--- config.mk ---
export PLATFORM = sky130hd
export DESIGN_NAME = sad_subpel_accum
export DESIGN_NICKNAME = d
export VERILOG_FILES = /design/src/rtl/sad_pkg.sv /design/src/rtl/sad_subpel_row.sv /design/src/rtl/sad_subpel_accum.sv
export SDC_FILE = /design/constraint.sdc
export NUM_CORES = 2
export LEC_CHECK = 0
export ABC_AREA = 1
export CAP_MARGIN = 20
export CORE_ASPECT_RATIO = 1.1
export CORE_MARGIN = 2
export CORE_UTILIZATION = 60
export CTS_CLUSTER_DIAMETER = 50
export CTS_CLUSTER_SIZE = 12
export DETAILED_ROUTE_END_ITERATION = 6
export PLACE_DENSITY = 0.79
export SYNTH_ARGS = -nofsm -noshare
export SYNTH_HDL_FRONTEND = slang
export SYNTH_HIERARCHICAL = 1
export SYNTH_SLANG_ARGS = --single-unit
--- constraint.sdc ---
create_clock -name clk -period 12 [get_ports clk]
set_input_delay 1.2 -clock clk [delete_from_list [all_inputs] [get_ports clk]]
set_output_delay 1.2 -clock clk [all_outputs]
set_load 0.01 [all_outputs]
--- src/rtl/sad_pkg.sv ---
// Shared definitions for the sub-pixel SAD engine: position codes, tie-break order, width helper.
package sad_pkg;

    typedef enum logic [2:0] {
        POS_RQ = 3'd0,
        POS_RH = 3'd1,
        POS_F  = 3'd2,
        POS_LH = 3'd3,
        POS_LQ = 3'd4
    } pos_e;

    localparam int NUM_POS = 5;

    // Entry 0 has the highest priority when block SADs tie.
    localparam logic [NUM_POS-1:0][2:0] TIE_ORDER = {POS_RH, POS_LH, POS_RQ, POS_LQ, POS_F};

    function automatic int sad_w(input int npix, input int rows, input int pix_w);
        return pix_w + $clog2((npix - 2) * rows);
    endfunction

endpackage

--- src/rtl/sad_subpel_row.sv ---
// One filter/ref row in, five row SADs over the inner pixels out. PIPE=1 places the abs-diff
// (S1) and row-sum (S2) registers inside. SAD_SUBPEL_ROUND_EN selects round-half-up interpolation.
module sad_subpel_row
    import sad_pkg::*;
#(
    parameter int NPIX  = 8,
    parameter int PIX_W = 8,
    parameter int SAD_W = 14,
    parameter bit PIPE  = 1'b1
) (
    input  logic                     clk,
    input  logic                     rst,
    input  logic                     en,
    input  logic [NPIX*PIX_W-1:0]    filter_pix,
    input  logic [NPIX*PIX_W-1:0]    ref_pix,
    output logic [NUM_POS*SAD_W-1:0] row_sad
);

    localparam int NIN = NPIX - 2;
    localparam int HW  = PIX_W + 1;
    localparam int QW  = PIX_W + 2;
`ifdef SAD_SUBPEL_ROUND_EN
    localparam int RND_H = 1;
    localparam int RND_Q = 2;
`else
    localparam int RND_H = 0;
    localparam int RND_Q = 0;
`endif

    logic [NUM_POS*NIN*PIX_W-1:0] ad_d;
    logic [NUM_POS*NIN*PIX_W-1:0] ad_q;
    logic [NUM_POS*SAD_W-1:0]     sum_d;
    logic [NUM_POS*SAD_W-1:0]     sum_q;

    // Edge reference pixels have no SAD contribution.
    logic ref_edge_unused;
    assign ref_edge_unused = ^{ref_pix[PIX_W-1:0], ref_pix[NPIX*PIX_W-1 -: PIX_W]};

    genvar gi, gj;
    generate
        for (gi = 0; gi < NIN; gi++) begin : g_pix
            logic [PIX_W-1:0]         fm;
            logic [PIX_W-1:0]         fc;
            logic [PIX_W-1:0]         fp;
            logic [PIX_W-1:0]         rc;
            logic [NUM_POS*PIX_W-1:0] interp;

            assign fm = filter_pix[gi*PIX_W +: PIX_W];
            assign fc = filter_pix[(gi+1)*PIX_W +: PIX_W];
            assign fp = filter_pix[(gi+2)*PIX_W +: PIX_W];
            assign rc = ref_pix[(gi+1)*PIX_W +: PIX_W];

            // Sums are widened before the shift so no carry is lost.
            assign interp[int'(POS_F)*PIX_W +: PIX_W]  = fc;
            assign interp[int'(POS_LH)*PIX_W +: PIX_W] =
                PIX_W'((HW'(fm) + HW'(fc) + HW'(RND_H)) >> 1);
            assign interp[int'(POS_RH)*PIX_W +: PIX_W] =
                PIX_W'((HW'(fc) + HW'(fp) + HW'(RND_H)) >> 1);
            assign interp[int'(POS_LQ)*PIX_W +: PIX_W] =
                PIX_W'((QW'(fm) + QW'(fc) + (QW'(fc) << 1) + QW'(RND_Q)) >> 2);
            assign interp[int'(POS_RQ)*PIX_W +: PIX_W] =
                PIX_W'((QW'(fp) + QW'(fc) + (QW'(fc) << 1) + QW'(RND_Q)) >> 2);

            for (gj = 0; gj < NUM_POS; gj++) begin : g_pos
                logic [PIX_W:0] diff;
                assign diff = {1'b0, rc} - {1'b0, interp[gj*PIX_W +: PIX_W]};
                assign ad_d[(gj*NIN + gi)*PIX_W +: PIX_W] =
                    diff[PIX_W] ? (~diff[PIX_W-1:0] + PIX_W'(1)) : diff[PIX_W-1:0];
            end
        end
    endgenerate

    always_comb begin
        sum_d = '0;
        for (int p = 0; p < NUM_POS; p++) begin
            for (int i = 0; i < NIN; i++) begin
                sum_d[p*SAD_W +: SAD_W] = sum_d[p*SAD_W +: SAD_W]
                                        + SAD_W'(ad_q[(p*NIN + i)*PIX_W +: PIX_W]);
            end
        end
    end

    generate
        if (PIPE) begin : g_pipe
            always_ff @(posedge clk) begin
                if (rst) begin
                    ad_q  <= '0;
                    sum_q <= '0;
                end else if (en) begin
                    ad_q  <= ad_d;
                    sum_q <= sum_d;
                end
            end
        end else begin : g_comb
            assign ad_q  = ad_d;
            assign sum_q = sum_d;
        end
    endgenerate

    assign row_sad = sum_q;

endmodule

--- src/rtl/sad_subpel_accum.sv ---
// Sub-pixel SAD engine top: handshake, row counter, block accumulation, best-position pick.
// Define SAD_SUBPEL_ROUND_EN for round-half-up interpolation (applied in sad_subpel_row).
module sad_subpel_accum
    import sad_pkg::*;
#(
    parameter int  NPIX  = 8,
    parameter int  PIX_W = 8,
    parameter int  ROWS  = 8,
    localparam int SAD_W = sad_w(NPIX, ROWS, PIX_W)
) (
    input  logic                  clk,
    input  logic                  rst,
    input  logic                  in_valid,
    output logic                  in_ready,
    input  logic [NPIX*PIX_W-1:0] filter_pix,
    input  logic [NPIX*PIX_W-1:0] ref_pix,
    output logic                  out_valid,
    input  logic                  out_ready,
    output logic [5*SAD_W-1:0]    sad,
    output logic [2:0]            best_idx,
    output logic [SAD_W-1:0]      best_sad
);

    localparam int CNT_W = (ROWS > 1) ? $clog2(ROWS) : 1;
    localparam logic [CNT_W-1:0] LAST_ROW = CNT_W'(ROWS - 1);

    logic en;
    logic fire;

    logic [CNT_W-1:0] row_cnt_q, row_cnt_d;
    logic s1_valid_q, s1_valid_d, s1_first_q, s1_first_d, s1_last_q, s1_last_d;
    logic s2_valid_q, s2_valid_d, s2_first_q, s2_first_d, s2_last_q, s2_last_d;

    logic [NUM_POS-1:0][SAD_W-1:0] row_sad;
    logic [NUM_POS-1:0][SAD_W-1:0] acc_q, acc_d;
    logic [NUM_POS-1:0][SAD_W-1:0] sad_q, sad_d;
    logic                          out_valid_q, out_valid_d;
    logic [2:0]                    best_idx_q, best_idx_d;
    logic [SAD_W-1:0]              best_sad_q, best_sad_d;
    logic [2:0]                    pick_idx;
    logic [SAD_W-1:0]              pick_sad;

    // A pending, unconsumed result freezes everything, counter included.
    assign en       = !(out_valid_q && !out_ready);
    assign in_ready = en;
    assign fire     = in_valid && en;

    sad_subpel_row #(
        .NPIX  (NPIX),
        .PIX_W (PIX_W),
        .SAD_W (SAD_W),
        .PIPE  (1'b1)
    ) u_row (
        .clk        (clk),
        .rst        (rst),
        .en         (en),
        .filter_pix (filter_pix),
        .ref_pix    (ref_pix),
        .row_sad    (row_sad)
    );

    always_comb begin
        acc_d = acc_q;
        if (en && s2_valid_q) begin
            for (int p = 0; p < NUM_POS; p++) begin
                acc_d[p] = s2_first_q ? row_sad[p] : acc_q[p] + row_sad[p];
            end
        end
    end

    // Scan in tie order; only a strictly smaller SAD displaces the current pick.
    always_comb begin
        pick_idx = TIE_ORDER[0];
        pick_sad = acc_d[TIE_ORDER[0]];
        for (int k = 1; k < NUM_POS; k++) begin
            if (acc_d[TIE_ORDER[k]] < pick_sad) begin
                pick_idx = TIE_ORDER[k];
                pick_sad = acc_d[TIE_ORDER[k]];
            end
        end
    end

    always_comb begin
        row_cnt_d   = row_cnt_q;
        s1_valid_d  = s1_valid_q;
        s1_first_d  = s1_first_q;
        s1_last_d   = s1_last_q;
        s2_valid_d  = s2_valid_q;
        s2_first_d  = s2_first_q;
        s2_last_d   = s2_last_q;
        out_valid_d = out_valid_q;
        sad_d       = sad_q;
        best_idx_d  = best_idx_q;
        best_sad_d  = best_sad_q;
        if (en) begin
            s1_valid_d = fire;
            s1_first_d = (row_cnt_q == '0);
            s1_last_d  = (row_cnt_q == LAST_ROW);
            if (fire) begin
                row_cnt_d = (row_cnt_q == LAST_ROW) ? '0 : row_cnt_q + CNT_W'(1);
            end
            s2_valid_d  = s1_valid_q;
            s2_first_d  = s1_first_q;
            s2_last_d   = s1_last_q;
            // en high means any shown result is being taken this cycle.
            out_valid_d = s2_valid_q && s2_last_q;
            if (s2_valid_q && s2_last_q) begin
                sad_d      = acc_d;
                best_idx_d = pick_idx;
                best_sad_d = pick_sad;
            end
        end
    end

    always_ff @(posedge clk) begin
        if (rst) begin
            row_cnt_q   <= '0;
            s1_valid_q  <= 1'b0;
            s1_first_q  <= 1'b0;
            s1_last_q   <= 1'b0;
            s2_valid_q  <= 1'b0;
            s2_first_q  <= 1'b0;
            s2_last_q   <= 1'b0;
            acc_q       <= '0;
            out_valid_q <= 1'b0;
            sad_q       <= '0;
            best_idx_q  <= POS_F;
            best_sad_q  <= '0;
        end else begin
            row_cnt_q   <= row_cnt_d;
            s1_valid_q  <= s1_valid_d;
            s1_first_q  <= s1_first_d;
            s1_last_q   <= s1_last_d;
            s2_valid_q  <= s2_valid_d;
            s2_first_q  <= s2_first_d;
            s2_last_q   <= s2_last_d;
            acc_q       <= acc_d;
            out_valid_q <= out_valid_d;
            sad_q       <= sad_d;
            best_idx_q  <= best_idx_d;
            best_sad_q  <= best_sad_d;
        end
    end

    assign out_valid = out_valid_q;
    assign sad       = sad_q;
    assign best_idx  = best_idx_q;
    assign best_sad  = best_sad_q;

endmodule
# == Word-level counts from Yosys, hierarchy flattened ==
# Index checks and enable logic that the tools add are counted.
# totals
reg_bits,477
out_inout_bits,89
# classes
add_sub_neg,117
order_cmp,4
n_eq_ne,1
mux,45
bitwise_logic,31
reduce_logical,9
# ops
op,n
8-bit by 8-bit subtractor with 9-bit output,30
"8-bit by 1-bit adder with 8-bit output, second input constant",30
8-bit two-way mux,30
8-bit NOT,30
8-bit by 8-bit adder with 9-bit output,19
14-bit two-way mux,9
10-bit by 9-bit adder with 10-bit output,12
14-bit adder,5
70-bit two-way mux,1
12-bit by 8-bit adder with 13-bit output,5
11-bit by 8-bit adder with 12-bit output,5
14-bit < comparator,4
10-bit by 8-bit adder with 11-bit output,5
9-bit by 8-bit adder with 10-bit output,5
3-bit two-way mux,5
1-bit logical AND,4
2-bit AND reduction,2
"3-bit by 1-bit adder with 3-bit output, second input constant",1
"3-bit equality test, second input constant",1
3-bit zero test,1
1-bit zero test,2
1-bit NOT,1

# == Logic depth before layout (Yosys ltp) ==
# logic_depth
word_depth,13
ltp_mapped,69
mapped_depth_nobuf,65

# == Hierarchy ==
# Netlist, hierarchy kept.
# by_module_without_submodules
module,instances,cells_per_inst,area_each_um2
sad_subpel_row,1,5961,39055.0
sad_subpel_accum,1,1669,11106.9

# == Worst setup path after synthesis ==
# Ideal clock, no wire load.
# synth_timing
path_type,register to register
from,reg u_row.sum_q[28] (netlist: u_row/row_sad[28])
to,reg best_sad_q[12] (netlist: best_sad[12])
setup_ps,113
t_arrival_ps,7918
t_required_ps,11887
setup_slack_ps,3968
stages_incl_launch_ff,59
path_buffers,4
synth_period_minus_slack_ps,8032
cell_sequence,dfxtp_1 ha_1 inv_1 fa_1 nand3b_1 nand2_1 a21oi_1 o21ai_0 a21oi_1 o21bai_1 a21oi_1 o21bai_1 nand2_1 inv_1 nor2_1 o21bai_1 o21ai_0 o211ai_1 [23 not listed] nand3_1 nor2_1 nand2_1 nand2_2 clkbuf_1 nand2_1 o21ai_0 ha_1 nand2_1 nor2_1 a211oi_1 o221a_2 nand2_2 buf_6 nand2_1 nand2_1 o21ai_1 inv_1
# synth_between
elab_chain_len,11
# synth_lines
item,line_no,rtl
"start, declared",sad_subpel_row.sv:33,logic [NUM_POS*SAD_W-1:0] sum_q;
"start signal, assigned",sad_subpel_row.sv:91,sum_q <= sum_d;
14-bit adder,sad_subpel_accum.sv:66,acc_d[p] = s2_first_q ? row_sad[p] : acc_q[p] + row_sad[p];
14-bit two-way mux *,sad_subpel_accum.sv:66,
70-bit two-way mux *,sad_subpel_accum.sv:64,if (en && s2_valid_q) begin
14-bit < comparator,sad_subpel_accum.sv:76,if (acc_d[TIE_ORDER[k]] < pick_sad) begin
14-bit two-way mux *,sad_subpel_accum.sv:76,
14-bit < comparator,sad_subpel_accum.sv:76,
14-bit two-way mux *,sad_subpel_accum.sv:76,
14-bit < comparator,sad_subpel_accum.sv:76,
14-bit two-way mux *,sad_subpel_accum.sv:76,
14-bit < comparator,sad_subpel_accum.sv:76,
14-bit two-way mux *,sad_subpel_accum.sv:76,
"end signal, assigned",sad_subpel_accum.sv:141,best_sad_q <= best_sad_d;
"end, declared",sad_subpel_accum.sv:39,"logic [SAD_W-1:0] best_sad_q, best_sad_d;"
# Every way passes the cells marked *; elsewhere a longest branch is shown, timed or not.
# A chain may end at the register's enable or synchronous reset.

# == Worst setup path after layout ==
# layout_timing
from,reg u_row.sum_q[28] (netlist: u_row/row_sad[28])
to,reg best_idx_q[0] (netlist: best_idx[0])
# layout_between
elab_chain_len,11
word_cells_on_any_way,13
classes_between,1 x add/sub; 4 x order compare; 8 x mux
# layout_lines
item,line_no,rtl
14-bit adder,sad_subpel_accum.sv:66,
14-bit two-way mux *,sad_subpel_accum.sv:66,
70-bit two-way mux *,sad_subpel_accum.sv:64,
14-bit < comparator,sad_subpel_accum.sv:76,
14-bit two-way mux *,sad_subpel_accum.sv:76,
14-bit < comparator,sad_subpel_accum.sv:76,
14-bit two-way mux,sad_subpel_accum.sv:76,
14-bit < comparator,sad_subpel_accum.sv:76,
14-bit two-way mux,sad_subpel_accum.sv:76,
14-bit < comparator,sad_subpel_accum.sv:76,
3-bit two-way mux *,sad_subpel_accum.sv:76,
"end signal, assigned",sad_subpel_accum.sv:140,best_idx_q <= best_idx_d;
"end, declared",sad_subpel_accum.sv:38,"logic [2:0] best_idx_q, best_idx_d;"
# Marked as above.

==> metrics.cfg <==
[global_routing]
grt_pass1_vias=46092
grt.overflow.total=0
antenna_found_initial=0
grt_first_pass_wirelength_um=237000
grt_util_all_layers=0.343
grt_max_degree=117

[clocking]
root_buffer=clkbuf_16
clk_path_buf_depth=3
cts_inserted_buffers=57
htreeDepth=2
clkSlewWorstSetupHoldPaths_ns=0.06
clk_latency_ns=0.63
postCtsSetupBuffers=0
cts-hold-fix-buffers=0
clkSinkCount=462
cts-resized-gates=0
cts_tree=built

[worst_setup_path]
crit_type=flip-flop to flip-flop
crit_buf_inv=7
cp_data_arrival_time_ns=10.26
critPathMaxStageDelay_ns=0.41
crit_family=simple AND/OR/NAND/NOR gates
end_kind=flip-flop
cp-start-kind=flip-flop
cpMaxStageDelayCell=a21oi_2
worstPathRequired_ns=12.52
crit_fanout=28

[hold_path]
hold_class=flip-flop to flip-flop

[synthesis]
synth_ff_type=dfxtp_1
synth.distinct_cells=52
syn-cell-area_sq_um=50200
synthAdderAreaFrac=0.231
ys_async_sr_fraction=0
ys_seq_area_frac=0.184
synth_edf_count=0
yosysWarnings=6
ys_seq_elements=462
synthSimpleGateAreaFrac=0.277
avgSynthCellArea_sq_um=6.57
synth.largest_area_cell=dfxtp_1
synth_compound_area_frac=0.153
syn_inst=7630
synth_xor_area_frac=0.0470
synth_top_area_frac=0.184
synth_top_family_by_area=simple AND/OR/NAND/NOR gates
ys_top_cells_by_area=dfxtp_1 (18%), ha_1 (15%), nand2_1 (12%), inv_1 (8.8%), fa_1 (7.7%)
synth_mux_area_frac=0.000200

[power]
power.total_uw=14700
p_switching_uw=7880
powerDensity_nw_per_um2=268
pwr-share-comb=0.729
power.leakage_uw=0.0298
clockPowerShare=0.117
seqPwrFrac=0.154
irDropWorstVdd_uv=459
p_int_uw=6830
switching_share=0.536

[floorplan]
dieArea_sq_um=85900
die-height_um=307
ios=221
core_sq_um=83100
start_util=0.604
die_w_um=280
num_rows=111

[placed_design]
place_inst=8758
portBuffers=204
gp_congestion=0.973
dp_slack_ns=2.15
place_hpwl_um=119000

[sta]
skew_ns=0.0197
rsz0062_at_grt=false
post-route-period-util=0.811
relSlewSlack=0.280
setup_tns_ns=0
drv_slew=0
setup_viol=0
finalHoldViolCount=0
tightest_slew_ns=1.08
setup_slack_ns=2.26
fmax_mhz=103
period_minus_slack_ns=9.74

[detailed_routing]
drt-pass1-iter-count=6
drtIter0Drc=3880
antenna_left=0
drc=0
drt-vias-per-instance=5.57
wirelength_um=150000
vias=49340
wl_per_cell_um=16.9

[cells_and_area]
syn_to_final_growth_pct=9.28
fin_cells=8857
nNetsFinal=8688
drive_above_1_share=0.0351
num_antenna_cells=0

[outcome]
status=completed

[run]
max-cap-violations=0

[sequential cells by signal (all words and copies together) (netlist names), 3 cells and up]
register,count
row_cnt_q,3
best_sad,14
u_row/row_sad,55
u_row/ad_q,240
best_idx,3
acc_q,70
sad,70
[logic make-up after synthesis]
group,count (synthesis)
xor gates and xnor gates,269
AOI/OAI and AO/OA,1410
other,1
adders and majority gates,812
DFF,462
buffers and inverters,1388
muxes,1
and+or+nand+nor,3287
[placed cells by master, fill, tap and decap left out, types with 7 or more instances in the layout]
master and count:
xor2_1 157, nand2_2 41, conb_1 15, nand3_1 486, nand3b_1 60, nor2_1 917, o21bai_1 40, nor2_4 10
or2_1 19, clkbuf_1 9, dfxtp_1 461, o21ai_0 502, buf_4 21, nand4_1 76, nand2_1 1569, xnor2_1 112
inv_2 30, ha_1 619, clkbuf_16 58, and2_1 28, a21boi_0 9, o21a_1 45, o21ai_1 37, clkdlybuf4s50_1 203
o211ai_1 48, fa_1 193, nor3_1 27, a21oi_2 11, a21oi_1 648, a21o_1 28, nor3_2 7, nor2_2 25
inv_1 1172, o31ai_1 9, or2_2 10
[tightest hold or removal path, cell delays in order, from the launching register on]
cell     delay [ns]
dfxtp_1        0.30
nand2_1        0.06
a21oi_1        0.06
[power by group through the flow]
stage | clock network, uW | logic [uW] | registers, uW
3_3_place_gp | 0 | 10200 | 2270
3_5_place_dp | 0 | 10400 | 2280
4_1_cts | 1740 | 10500 | 2250
5_1_grt | 1800 | 12000 | 2290
2_1_floorplan | 0 | 7700 | 2160
6_report | 1720 | 10700 | 2260
[final cells by class]
type                       count  area [sq um]
inverter                    1204          4520
sequential                   462          9250
tap                         1073          1340
fill                        7664         28200
timing repair buffer         225          2200
clock buffer                  70          1530
multi-input combinational   5794         35600
clock inverter                29           342
[per-layer routing]
layer	routed length, um	part of all wire	vias to the layer above	track usage
met2	70100	0.47	1554	0.590
met1	62600	0.42	22573	0.432
li1	-	-	24884	-
met5	0	0	-	0
met3	9140	0.061	329	0.0317
met4	7710	0.052	0	0.162
[synth_stat cells (7+ instances only)]
cell and instances:
o21ai_1 37, nor3_1 27, o21ai_0 502, nand3_1 486, and2_1 28, buf_4 16
inv_2 30, buf_1 21, nand4_1 76, o21a_1 45, xor2_1 157, nor2_1 918
inv_1 1173, nand2_1 1569, a21o_1 28, a21oi_1 648, nor2_2 25, a21boi_0 9
o211ai_1 48, nor2_4 9, nand3b_1 60, fa_1 193, o31ai_1 9, or2_1 19
clkbuf_1 92, nand2_2 41, dfxtp_1 462, ha_1 619, o21bai_1 40, nor3_2 7
xnor2_1 112, buf_2 52, or2_2 10, a21oi_2 12
[worst paths after layout]
kind | start | endpoint | slack, ns | cells past startpoint
setup / recovery | u_row/row_sad[28]$_SDFFE_PP0P_ | best_idx[0]$_SDFFE_PP0P_ | 2.26 | 54
hold reg to reg | s1_valid_q$_SDFFE_PP0N_ | s1_valid_q$_SDFFE_PP0N_ | 0.47 | 2
hold / removal | s1_valid_q$_SDFFE_PP0N_ | s1_valid_q$_SDFFE_PP0N_ | 0.47 | 2
setup reg to reg | u_row/row_sad[28]$_SDFFE_PP0P_ | best_idx[0]$_SDFFE_PP0P_ | 2.26 | 54
[metrics by stage]
| stage | instance area, sq um | hold slack (ns) | util |
|---|---|---|---|
| after floorplan | 50200 | 0.438 | - |
| after global placement | 53000 | 0.447 | 0.638 |
| after detailed placement | 53000 | 0.454 | 0.638 |
| after CTS | 54800 | 0.475 | 0.660 |
| after global routing | 54800 | 0.496 | 0.660 |
| final | 54800 | 0.473 | 0.660 |
Power figures use the tool's default switching activity.
==> RTL change: new RTL, same flow settings <==
`NPIX` is set to 8 in 2 places; all go to 10.
--- a/src/rtl/sad_subpel_row.sv
+++ b/src/rtl/sad_subpel_row.sv
@@ -4,5 +4,5 @@
     import sad_pkg::*;
 #(
-    parameter int NPIX  = 8,
+    parameter int NPIX  = 10,
     parameter int PIX_W = 8,
     parameter int SAD_W = 14,
--- a/src/rtl/sad_subpel_accum.sv
+++ b/src/rtl/sad_subpel_accum.sv
@@ -4,5 +4,5 @@
     import sad_pkg::*;
 #(
-    parameter int  NPIX  = 8,
+    parameter int  NPIX  = 10,
     parameter int  PIX_W = 8,
     parameter int  ROWS  = 8,
Interface: changed (resized filter_pix and ref_pix); port bits go from 221 to 253. No check against the original RTL was run, so the function may have changed too.
==> RTL change against the original RTL <==
  * The flow now finishes with violations (DRC)
  * Final area up 25%
  * Area after synthesis up 25%
  * Via count up 25%
  * Worst hold slack worse by 0.0079 ns
  * Sequential cell count up 85
  * Worst setup slack better by 0.13 ns
  * Non-clock buffer count up 35
  * Wire length up 30%
  * First-iteration DRC count up 40%
  * Total power up 55%
  * Combinational power up 66%
  * Largest power group unchanged
==> RTL change: results (changes against the original RTL) <==
| Metric | Value |
|---|---|
| Status | finished with violations |
| Failing checks | DRC |
| Synth cell count leaders | nand2_1 (2026), inv_1 (1555), nor2_1 (1136) |
| Clock-cell share | 3.62% (+0.21 points) |
| Ratio of cells with drive above 1 in the final layout | 3.62% (+0.12 points) |
| Mux contribution to synthesized area | 0.0160% (-0.0040 points) |
| CTS Buf Count | 75 (+32%) |
| Synth Area in XOR/XNOR | 4.62% (-0.076 points) |
| Sequential area share after synthesis | 17.5% (-0.98 points) |
| # DRC | 1 (+1) |
| Clock Skews | 0.0233 ns (+0.00369 ns) |
| Fillers | 9487 (+24%) |
| Area occupied by multi-input gates | 44900 um^2 (+26%) |
| CP max-delay cell | o21ai_0 |
| Vias in the first global route | 58156 (+26%) |
| Multi-input combinational cell count | 7210 (+24%) |
| Comb power | 17.8 mW (+66%) |
| Clock buffer count in the final layout | 92 (+31%) |
| P_leak | 37.5 nW (+26%) |
| Area contributors post-synth | dfxtp_1 (17%), ha_1 (15%), nand2_1 (12%) |
| Sink Count | 547 (+18%) |
| RePlAce Congestion | 1.02 (+4.3%) |
| H-Tree Level Count | 3 (+1) |
| DR WL/cell | 17.4 um (+3.3%) |
| Initial drt markers | 5415 (+40%) |
| Post-synthesis cell count | 9550 (+25%) |
| Inverter count | 1595 (+32%) |
| Worst slack, placed | 2.16 ns (+0.00258 ns) |
## RTL change: cell types whose count changed after synthesis, moves of 24 or more
cell and delta:
inv_1 +382, fa_1 +86, nand4_1 +24, o21ai_0 +45, nand3_1 +145, nand3b_1 +24
a21oi_1 +111, ha_1 +145, nor2_1 +218, xor2_1 +56, o21a_1 +24, dfxtp_1 +85
nand2_1 +457
## RTL change: path summary, 6_finish.rpt
| check | from | end | slack, ns | cells past startpoint |
|---|---|---|---|---|
| setup / recovery | u_row/row_sad[56] | best_sad[9] | 2.39 | 59 |
| hold reg to reg | u_row/ad_q[41] | u_row/ad_q[41] | 0.46 | 2 |
| setup reg to reg | u_row/row_sad[56] | best_sad[9] | 2.39 | 59 |
| hold / removal | u_row/ad_q[41] | u_row/ad_q[41] | 0.46 | 2 |
## RTL change: layer usage
metal	wire length [um]	part of all wire (%)	vias to the layer above
met5	0	0	-
li1	-	-	30916
met2	90900	47	2088
met1	80700	42	28476
met3	13000	6.7	421
met4	9470	4.9	0
